===== config.mk =====
export PLATFORM = sky130hd
export DESIGN_NAME = arp_reply_tx
export DESIGN_NICKNAME = d
export VERILOG_FILES = /design/src/rtl/eth_pkg.sv /design/src/rtl/eth_crc32_d8.sv /design/src/rtl/arp_reply_tx.sv
export SDC_FILE = /design/constraint.sdc
export NUM_CORES = 1
export LEC_CHECK = 0
export BUFFER_PORTS_ARGS = -buffer_cell sky130_fd_sc_hd__buf_2
export CAP_MARGIN = 0
export CORE_UTILIZATION = 40
export CTS_BUF_LIST = sky130_fd_sc_hd__clkbuf_2 sky130_fd_sc_hd__clkbuf_4 sky130_fd_sc_hd__clkbuf_8
export DETAILED_ROUTE_END_ITERATION = 16
export PLACE_DENSITY_LB_ADDON = 0.1
export SYNTH_ARGS = -nofsm -noshare
export SYNTH_HDL_FRONTEND = slang
export SYNTH_HIERARCHICAL = 1
export SYNTH_SLANG_ARGS = --single-unit

===== constraint.sdc =====
create_clock -name clk -period 3.95 [get_ports clk]
set_input_delay 0 -clock clk [delete_from_list [all_inputs] [get_ports clk]]
set_output_delay 0 -clock clk [all_outputs]
set_load 0.05 [all_outputs]

===== src/rtl/eth_pkg.sv =====
// Shared Ethernet/ARP constants for the transmit path: packet types, header
// field values, preamble/SFD and CRC-32 parameters, plus the ARP reply byte map.
package eth_pkg;

  typedef enum logic [1:0] {
    PKT_NONE     = 2'b00,
    PKT_ARP_REQ  = 2'b01,
    PKT_ARP_RESP = 2'b10,
    PKT_UDP      = 2'b11
  } pkt_type_e;

  localparam logic [15:0] ETHERTYPE_ARP  = 16'h0806;
  localparam logic [15:0] ETHERTYPE_IPV4 = 16'h0800;
  localparam logic [15:0] ARP_HTYPE_ETH  = 16'h0001;
  localparam logic [7:0]  ARP_HLEN       = 8'h06;
  localparam logic [7:0]  ARP_PLEN       = 8'h04;
  localparam logic [15:0] ARP_OPER_REQ   = 16'h0001;
  localparam logic [15:0] ARP_OPER_RESP  = 16'h0002;

  localparam logic [7:0]  PREAMBLE_BYTE  = 8'h55;
  localparam logic [7:0]  SFD_BYTE       = 8'hD5;
  localparam int          PREAMBLE_LEN   = 8;
  localparam int          ETH_MIN_BODY   = 60;
  localparam int          FCS_LEN        = 4;

  localparam logic [31:0] CRC32_POLY     = 32'hEDB88320;
  localparam logic [31:0] CRC32_INIT     = 32'hFFFFFFFF;

  // Byte idx (0..59) of a minimum-size ARP reply frame, without preamble/FCS.
  function automatic logic [7:0] arp_reply_byte(input logic [6:0]  idx,
                                                input logic [47:0] dst_mac,
                                                input logic [31:0] dst_ip,
                                                input logic [47:0] src_mac,
                                                input logic [31:0] src_ip);
    logic [7:0] b;
    int i;
    i = {25'd0, idx};
    b = 8'h00;
    if (i < 6)        b = 8'(dst_mac >> (8 * (5 - i)));
    else if (i < 12)  b = 8'(src_mac >> (8 * (11 - i)));
    else if (i < 14)  b = 8'(ETHERTYPE_ARP >> (8 * (13 - i)));
    else if (i < 16)  b = 8'(ARP_HTYPE_ETH >> (8 * (15 - i)));
    else if (i < 18)  b = 8'(ETHERTYPE_IPV4 >> (8 * (17 - i)));
    else if (i == 18) b = ARP_HLEN;
    else if (i == 19) b = ARP_PLEN;
    else if (i < 22)  b = 8'(ARP_OPER_RESP >> (8 * (21 - i)));
    else if (i < 28)  b = 8'(src_mac >> (8 * (27 - i)));
    else if (i < 32)  b = 8'(src_ip >> (8 * (31 - i)));
    else if (i < 38)  b = 8'(dst_mac >> (8 * (37 - i)));
    else if (i < 42)  b = 8'(dst_ip >> (8 * (41 - i)));
    return b;
  endfunction

endpackage


===== src/rtl/eth_crc32_d8.sv =====
// Combinational one-byte step of the reflected Ethernet CRC-32 (LSB first).
// Holds no state, so any transmit stage can wrap its own CRC register around it.
module eth_crc32_d8
  import eth_pkg::*;
(
  input  logic [31:0] crc_in,
  input  logic [7:0]  data,
  output logic [31:0] crc_out
);

  logic [31:0] c;

  always_comb begin
    c = crc_in;
    for (int i = 0; i < 8; i++) begin
      c = (c >> 1) ^ (CRC32_POLY & {32{c[0] ^ data[i]}});
    end
    crc_out = c;
  end

endmodule


===== src/rtl/arp_reply_tx.sv =====
// Builds and streams a complete ARP reply frame (preamble, body, FCS, IFG).
// Define ARP_REPLY_TX_FILTER_EN to answer only requests whose TPA is our IP.
//
// state      | meaning
// S_IDLE     | waiting for an ARP request, no valid output
// S_PREAMBLE | 7x 0x55 then SFD 0xD5
// S_BODY     | 60-byte Ethernet header + ARP payload + padding, CRC accumulates
// S_FCS      | ~crc, least significant byte first
// S_IFG      | IFG_BYTES idle cycles, still busy
module arp_reply_tx
  import eth_pkg::*;
#(
  parameter int IFG_BYTES = 12
) (
  input  logic        clk,
  input  logic        rst_n,
  input  logic [47:0] i_self_mac,
  input  logic [31:0] i_self_ip,
  input  logic [1:0]  i_pkt_type,
  input  logic [47:0] i_SHA,
  input  logic [31:0] i_SPA,
  input  logic [31:0] i_TPA,
  input  logic        i_tx_rdy,
  output logic [7:0]  o_data,
  output logic        o_data_vl,
  output logic        o_busy,
  output logic        o_drop
);

  localparam int IFG_W = $clog2(IFG_BYTES + 1);
  localparam logic [6:0] PRE_LAST  = 7'(PREAMBLE_LEN - 1);
  localparam logic [6:0] BODY_LAST = 7'(ETH_MIN_BODY - 1);
  localparam logic [6:0] FCS_LAST  = 7'(FCS_LEN - 1);

  typedef enum logic [2:0] {
    S_IDLE, S_PREAMBLE, S_BODY, S_FCS, S_IFG
  } state_e;

  state_e       state, state_nx;
  logic [6:0]   cnt, cnt_nx, cnt_inc;
  logic [31:0]  crc, crc_nx, crc_upd, fcs_word;
  logic [47:0]  req_mac;
  logic [31:0]  req_ip;
  logic [IFG_W-1:0] ifg_cnt, ifg_nx;
  logic [7:0]   data_nx;
  logic         vl_nx, drop_nx, latch_req;
  logic         req_pass, req_ok, accept;

`ifdef ARP_REPLY_TX_FILTER_EN
  assign req_pass = (i_TPA == i_self_ip);
`else
  logic unused_tpa;
  assign unused_tpa = ^i_TPA;
  assign req_pass   = 1'b1;
`endif

  assign req_ok   = (i_pkt_type == PKT_ARP_REQ) && req_pass;
  assign accept   = o_data_vl && i_tx_rdy;
  assign cnt_inc  = cnt + 7'd1;
  assign fcs_word = ~crc;
  assign o_busy   = (state != S_IDLE);

  eth_crc32_d8 u_crc (
    .crc_in  (crc),
    .data    (o_data),
    .crc_out (crc_upd)
  );

  // Output is registered, so each branch loads the byte for the position
  // that becomes current after this edge.
  always_comb begin
    state_nx  = state;
    cnt_nx    = cnt;
    crc_nx    = crc;
    ifg_nx    = ifg_cnt;
    data_nx   = o_data;
    vl_nx     = o_data_vl;
    latch_req = 1'b0;
    drop_nx   = req_ok && (state != S_IDLE);
    case (state)
      S_IDLE: begin
        data_nx = 8'h00;
        vl_nx   = 1'b0;
        if (req_ok) begin
          state_nx  = S_PREAMBLE;
          cnt_nx    = 7'd0;
          crc_nx    = CRC32_INIT;
          data_nx   = PREAMBLE_BYTE;
          vl_nx     = 1'b1;
          latch_req = 1'b1;
        end
      end
      S_PREAMBLE: begin
        if (accept) begin
          if (cnt == PRE_LAST) begin
            state_nx = S_BODY;
            cnt_nx   = 7'd0;
            data_nx  = arp_reply_byte(7'd0, req_mac, req_ip, i_self_mac, i_self_ip);
          end else begin
            cnt_nx  = cnt_inc;
            data_nx = (cnt_inc == PRE_LAST) ? SFD_BYTE : PREAMBLE_BYTE;
          end
        end
      end
      S_BODY: begin
        if (accept) begin
          crc_nx = crc_upd;
          if (cnt == BODY_LAST) begin
            state_nx = S_FCS;
            cnt_nx   = 7'd0;
            data_nx  = ~crc_upd[7:0];
          end else begin
            cnt_nx  = cnt_inc;
            data_nx = arp_reply_byte(cnt_inc, req_mac, req_ip, i_self_mac, i_self_ip);
          end
        end
      end
      S_FCS: begin
        if (accept) begin
          if (cnt == FCS_LAST) begin
            state_nx = S_IFG;
            cnt_nx   = 7'd0;
            ifg_nx   = IFG_W'(IFG_BYTES - 1);
            data_nx  = 8'h00;
            vl_nx    = 1'b0;
          end else begin
            cnt_nx  = cnt_inc;
            data_nx = 8'(fcs_word >> {cnt_inc[1:0], 3'b000});
          end
        end
      end
      S_IFG: begin
        data_nx = 8'h00;
        vl_nx   = 1'b0;
        if (ifg_cnt == '0) begin
          state_nx = S_IDLE;
          cnt_nx   = 7'd0;
        end else begin
          ifg_nx = ifg_cnt - 1'b1;
        end
      end
      default: begin
        state_nx = S_IDLE;
        cnt_nx   = 7'd0;
        data_nx  = 8'h00;
        vl_nx    = 1'b0;
      end
    endcase
  end

  always_ff @(posedge clk or negedge rst_n) begin
    if (!rst_n) begin
      state     <= S_IDLE;
      cnt       <= 7'd0;
      crc       <= CRC32_INIT;
      ifg_cnt   <= '0;
      req_mac   <= 48'd0;
      req_ip    <= 32'd0;
      o_data    <= 8'h00;
      o_data_vl <= 1'b0;
      o_drop    <= 1'b0;
    end else begin
      state     <= state_nx;
      cnt       <= cnt_nx;
      crc       <= crc_nx;
      ifg_cnt   <= ifg_nx;
      o_data    <= data_nx;
      o_data_vl <= vl_nx;
      o_drop    <= drop_nx;
      if (latch_req) begin
        req_mac <= i_SHA;
        req_ip  <= i_SPA;
      end
    end
  end

endmodule


======== After elaboration in Yosys (flattened, before gate mapping) ========
Index checks and enable logic that the tools add are counted.
Widths: inputs -> output; s select.
cells by class
  bitwise operators ....................... 19
  $lt $le $gt $ge ......................... 10
  multiplexer cells ....................... 51
  add/sub/neg operators ................... 12
  reductions and logical operators ........ 14
  shift-type cells ........................ 11
  eq/ne operators ......................... 20
operators with widths
  cell                   number
  $xor 31x32->32         8
  $shr 48x32->8          4
  $mux 8                 19
  $mux 32                2
  $pmux 32 s2            1
  $shr 12x32->8 const A  2
  $shr 32x32->8          2
  $mux 7                 9
  $pmux 7 s5             1
  $not 32->32            1
  $pmux 8 s4             1
  $shr 1x32->8 const A   1
  $shr 2x32->8 const A   1
  $shr 32x5->8           1
  $sub 5x7->8 const A    4
  $lt 7x5->1 const B     4
  $mux 3                 8
  $sub 4x7->8 const A    3
  $eq 7x6->1 const B     3
  $lt 7x6->1 const B     3
  $ne 2x2->1 const B     9
  $sub 6x7->8 const A    2
  $pmux 3 s5             1
  $eq 7x3->1 const B     2
  27 further kinds       45
word-level totals
  input bits .............................. 197
  output and inout bits ................... 11
  register bits after elaboration ......... 136
  word-level logic and storage cells ...... 146

======== Longest topological paths before layout ========
  word-level depth ........................ 20
  gate-level depth with buffers ........... 15
  depth with buffers taken out ............ 11

======== Modules after synthesis ========
Netlist, hierarchy kept.
modules (own cells, without submodules)
  module        times used  seq. area each (µm²)  area each (µm²)  cells each
  arp_reply_tx  1           3443.3                8249.2           938
  eth_crc32_d8  1           0.0                   969.7            66

======== Worst setup path before layout ========
No wires, ideal clock.
  path kind ............................... reg2reg
  start point ............................. register cnt[0]
  end point ............................... register o_data[4]
  path buffers ............................ 4
  slack ................................... 0.439 ns
  library setup time ...................... 0.131 ns
  period minus slack after synthesis ...... 3.511 ns
  data arrival time ....................... 3.380 ns
  stages on the path, launching flop included .. 16
  cells stage by stage .................... dfrtp_1 buf_4 buf_4 buf_4 inv_1 ha_1 buf_2 inv_1 ha_1 nor2_1 o22ai_1 a211oi_1 nor4_4 a221o_1 a2111oi_1 nor2_1
between the ends
  longest elaborated chain between the ends .. 18
  elaborated cells on any way between the ends .. 56
  those cells by class .................... 11 x add/sub; 10 x order compare; 5 x eq/ne; 11 x shift; 19 x mux
ends and longest elaborated chain
  what                      line                 source
  start: declaration        arp_reply_tx.sv:40   logic [6:0] cnt, cnt_nx, cnt_inc;
  start signal: assignment  arp_reply_tx.sv:164  cnt <= cnt_nx;
  $add 7x1->7               arp_reply_tx.sv:59   assign cnt_inc = cnt + 7'd1;
  $sub 6x7->8               eth_pkg.sv:50        else if (i < 42) b = 8'(dst_ip >> (8 * (41 - i)));
  $shr 32x32->8             eth_pkg.sv:50
  $mux 8                    eth_pkg.sv:50
  $mux 8                    eth_pkg.sv:49        else if (i < 38) b = 8'(dst_mac >> (8 * (37 - i)));
  $mux 8                    eth_pkg.sv:48        else if (i < 32) b = 8'(src_ip >> (8 * (31 - i)));
  $mux 8                    eth_pkg.sv:47        else if (i < 28) b = 8'(src_mac >> (8 * (27 - i)));
  $mux 8                    eth_pkg.sv:46        else if (i < 22) b = 8'(ARP_OPER_RESP >> (8 * (21 - i)));
  [2 not listed]            --
  $mux 8                    eth_pkg.sv:43        else if (i < 18) b = 8'(ETHERTYPE_IPV4 >> (8 * (17 - i)));
  $mux 8                    eth_pkg.sv:42        else if (i < 16) b = 8'(ARP_HTYPE_ETH >> (8 * (15 - i)));
  $mux 8                    eth_pkg.sv:41        else if (i < 14) b = 8'(ETHERTYPE_ARP >> (8 * (13 - i)));
  $mux 8                    eth_pkg.sv:40        else if (i < 12) b = 8'(src_mac >> (8 * (11 - i)));
  $mux 8                    eth_pkg.sv:39        if (i < 6) b = 8'(dst_mac >> (8 * (5 - i)));
  $mux 8                    arp_reply_tx.sv:108  if (cnt == BODY_LAST) begin
  $mux 8                    arp_reply_tx.sv:106  if (accept) begin
  $pmux 8 s4 *              arp_reply_tx.sv:80   case (state)
  end signal: assignment    arp_reply_tx.sv:167  o_data <= data_nx;
  end: declaration          arp_reply_tx.sv:24   output logic [7:0] o_data,
Mark *: on every way between the ends. The rest lies on a longest branch, timed or not. The select of a mux whose other input is x is not followed.
A chain may end at the register's enable or synchronous reset.

======== Worst setup path after layout ========
Ends and elaborated chain as after synthesis.

==> results.sh <==
export IMPL_vias_per_cell=5.31
export IMPL_port_buffers=175
export IMPL_hpwl_um=19300
export IMPL_die_w_um=154
export IMPL_cp_arrival_ns=3.72
export IMPL_grtUsageTotal_pct=24.7
export IMPL_routed_wl_um=27900
export IMPL_pin_count=208
export IMPL_rsz0062_at_grt="no"
export IMPL_place_gp_congestion=0.928
export IMPL_fin_tns_setup_ns=0
export IMPL_p_total_uw=7400
export IMPL_critPathBufInv=1
export IMPL_r2r_end="o_data[4]$_DFFE_PN0P_"
export IMPL_period_minus_slack_ns=3.39
export IMPL_r2r_slack_ns=0.56
export IMPL_grt_max_degree=106
export IMPL_die_area_sq_um=23700
export IMPL_grt_pass1_wl_um=45600
export IMPL_grt_pass1_vias=8206
export IMPL_core_sq_um=22600
export IMPL_finalSetupViolCount=0
export IMPL_synth_top_flop_cell="dfrtp_1"
export IMPL_remaining_drc_errors=0
export IMPL_crit_path_top_delay_cell="a2111oi_1"
export IMPL_ys_warn_count=6
export IMPL_powerDensity_nw_per_um2=637
export IMPL_ant_nets=0
export IMPL_ctsHoldBuffers=83
export IMPL_synth_top_area_share_pct=28.2
export IMPL_skew_ns=0.0222
export IMPL_async_flop_share_pct=100
export IMPL_worst_pin_slew_ns=1.10
export IMPL_cts_tree="done"
export IMPL_power_leakage_uw=0.00553
export IMPL_cts_sinks=136
export IMPL_synthCells=1004
export IMPL_startpoint_type="flip-flop"
export IMPL_final_nets=1444
export IMPL_required_ns=4.27
export IMPL_seqCellArea_sq_um=3450
export IMPL_cts_buffers=17
export IMPL_synth_avg_cell_area_sq_um=9.18
export IMPL_multi_input_area_sq_um=5410
export IMPL_htreeDepth=4
export IMPL_cp_num_cells=11
export IMPL_drv_slew=0
export IMPL_insertedDiodeCount=0
export IMPL_clk_pin_slew_ns=0.09
export IMPL_cap_violations=0
export IMPL_rows=55
export IMPL_yosys_area_top_type="dfrtp_1"
export IMPL_setup_ws_ns=0.557
export IMPL_synthesis_area_sq_um=9220
export IMPL_r2r_start="cnt[0]$_DFFE_PN0P_"
export IMPL_ys_ff_latch=136
export IMPL_max_stage_delay_ns=0.57
export IMPL_endpoint="o_data[4]$_DFFE_PN0P_"
export IMPL_crit_type="reg -> reg"
export IMPL_hold_class="in -> reg"
export IMPL_dr_pass1_iters=5
export IMPL_status="finished, final reports clean"
export IMPL_synthesis_nets=1210
export IMPL_fin_crit_sh_pct=85.9
export IMPL_clock_root_buffer="clkbuf_8"
export IMPL_postCtsSetupBuffers=0
export IMPL_die_y_um=154
export IMPL_startpoint="cnt[0]$_DFFE_PN0P_"
export IMPL_crit_fanout=8
export IMPL_antenna_found_initial=0
export IMPL_yosysSeqAreaShare_pct=37.4
export IMPL_ys_types=79
export IMPL_crit_chain="ha_1 -> xnor2_2 -> inv_1 -> ha_1 -> nor2_1 -> o22ai_1 -> a211oi_1 -> nor4_4 -> a221o_1 -> a2111oi_1 -> nor2_1"
export IMPL_post_drt_wl_per_cell_um=18.2
export IMPL_rr_worst_depth=11
export IMPL_drtIter0Drc=650
export IMPL_fillers=2123
export IMPL_hold_viol_final=0
export IMPL_endpoint_kind="flip-flop"
export IMPL_fmax_ghz=0.295
export IMPL_crit_family="compound AO/OA/AOI/OAI gates"
export IMPL_start_util_pct=40.7
export IMPL_cts_buffer_depth=2
export IMPL_place_ws_ns=0.637
export IMPL_vias=8157
export IMPL_synth_area_leaders="dfrtp_1 28%, nand2_1 14%, mux4_2 9.5%"
export IMPL_relSlewSlack_pct=26.7
export IMPL_holdWs_ns=0.0435
export IMPL_grt_overflow_total=0
export IMPL_area_delta_synth_final_pct=25.9
export IMPL_synth_edf_count=0
export IMPL_drive_gt1_share_pct=27.0
export IMPL_cts_resized=0
export IMPL_ir_worst_vdd_mv=0.463
export IMPL_clock_latency_ns=0.46
worst min path at each step:
stage / end / from / depth (start not counted) / slack (ns)
finish: o_data_vl$_DFFE_PN0P_ / i_tx_rdy / 4 / 0.04
global route: o_data_vl$_DFFE_PN0P_ / i_tx_rdy / 4 / 0.08
CTS: o_data_vl$_DFFE_PN0P_ / i_tx_rdy / 4 / 0.01
detailed placement: ifg_cnt[0]$_DFFE_PN0P_ / rst_n / 1 / 0.07
global placement: cnt[0]$_DFFE_PN0P_ / rst_n / 1 / 0.09
floorplan: cnt[0]$_DFFE_PN0P_ / rst_n / 0 / -0.30
sequential cells by signal, indices dropped and copies added (netlist names):
name,count
state,3
crc,32
o_drop,1
req_mac,48
cnt,7
req_ip,32
ifg_cnt,4
o_data,8
o_data_vl,1
worst reg2reg max path, cell delays in order (launching register included):
cell and delay, ns:
dfrtp_4 0.51, ha_1 0.25, xnor2_2 0.27, inv_1 0.14, ha_1 0.35, nor2_1 0.15
o22ai_1 0.09, a211oi_1 0.44, nor4_4 0.10, a221o_1 0.33, a2111oi_1 0.58, nor2_1 0.08
Yosys cell counts (5+ instances only):
cell / n
dfrtp_1: 104
inv_1: 32
dfstp_2: 32
nand3_1: 35
ha_1: 9
nand2b_1: 9
and2_1: 8
mux2i_1: 19
o22ai_1: 24
nor2_1: 46
nand2_1: 335
xnor2_4: 7
o21ai_0: 38
buf_4: 6
a211oi_1: 5
a31oi_1: 8
buf_2: 18
nor3_1: 14
xor2_1: 11
and3_1: 5
clkbuf_1: 34
mux4_2: 39
xnor3_1: 8
a21oi_1: 26
xnor2_1: 34
report_power, final:
part           switching, uW  internal [uW]  leakage, uW
registers                265           1720      0.00172
clock network            648            534     0.000198
logic                   2030           2190      0.00361
layout by cell type (no fill, tap or decap), types with 5 or more instances in the layout:
cell           netlist  final
nand3_1             35     35
buf_2               18    174
dfrtp_1            104    103
nor3_1              14     13
inv_1               32     32
a31oi_1              8      8
and3_1               5      5
xnor2_4              7      7
nand2b_1             9      9
o22ai_1             24     24
nor2_1              46     45
xor2_1              11     11
nand2_1            335    335
xnor2_1             34     34
clkbuf_8             0     17
mux2i_1             19     19
o21ai_0             38     38
and2_1               8      8
a21oi_1             26     26
xnor3_1              8      8
buf_4                6     14
dlygate4sd3_1        0     83
mux4_2              39     39
dfstp_2             32     32
ha_1                 9      8
layer usage:
layer	up-vias	global-route usage [%]	routed length, um
met5	-	0	0
met4	0	5.43	295
met3	22	3.75	1230
met2	254	39.1	13100
met1	3942	35.7	13300
li1	3939	-	-
metrics by stage:
stage                     utilization (%)  instances  instance area, sq um
after detailed placement             45.8       1421                 10400
after global routing                 51.3       1536                 11600
after CTS                            51.3       1536                 11600
final                                51.3       1536                 11600
after floorplan                         -       1004                  9220
after global placement               45.8       1421                 10400
kinds of logic after synthesis:
kind of cell               synth area share (%)
buffers and inverters                      4.23
and+or+nand+nor                            22.2
adders and majority gates                  1.22
AOI/OAI and AO/OA                          11.2
DFF                                        37.4
muxes                                      12.1
xor gates and xnor gates                   11.7
cell type report:
type	count	share of cell area [%]
clock buffers	18	2.08
clock inverters	14	1.37
inverters	32	1.03
multi-input cells	776	46.6
flip-flops and latches	136	29.7
well taps	285	3.07
repair buffers	275	16.2
No activity file was read; power rests on OpenSTA's default activity.
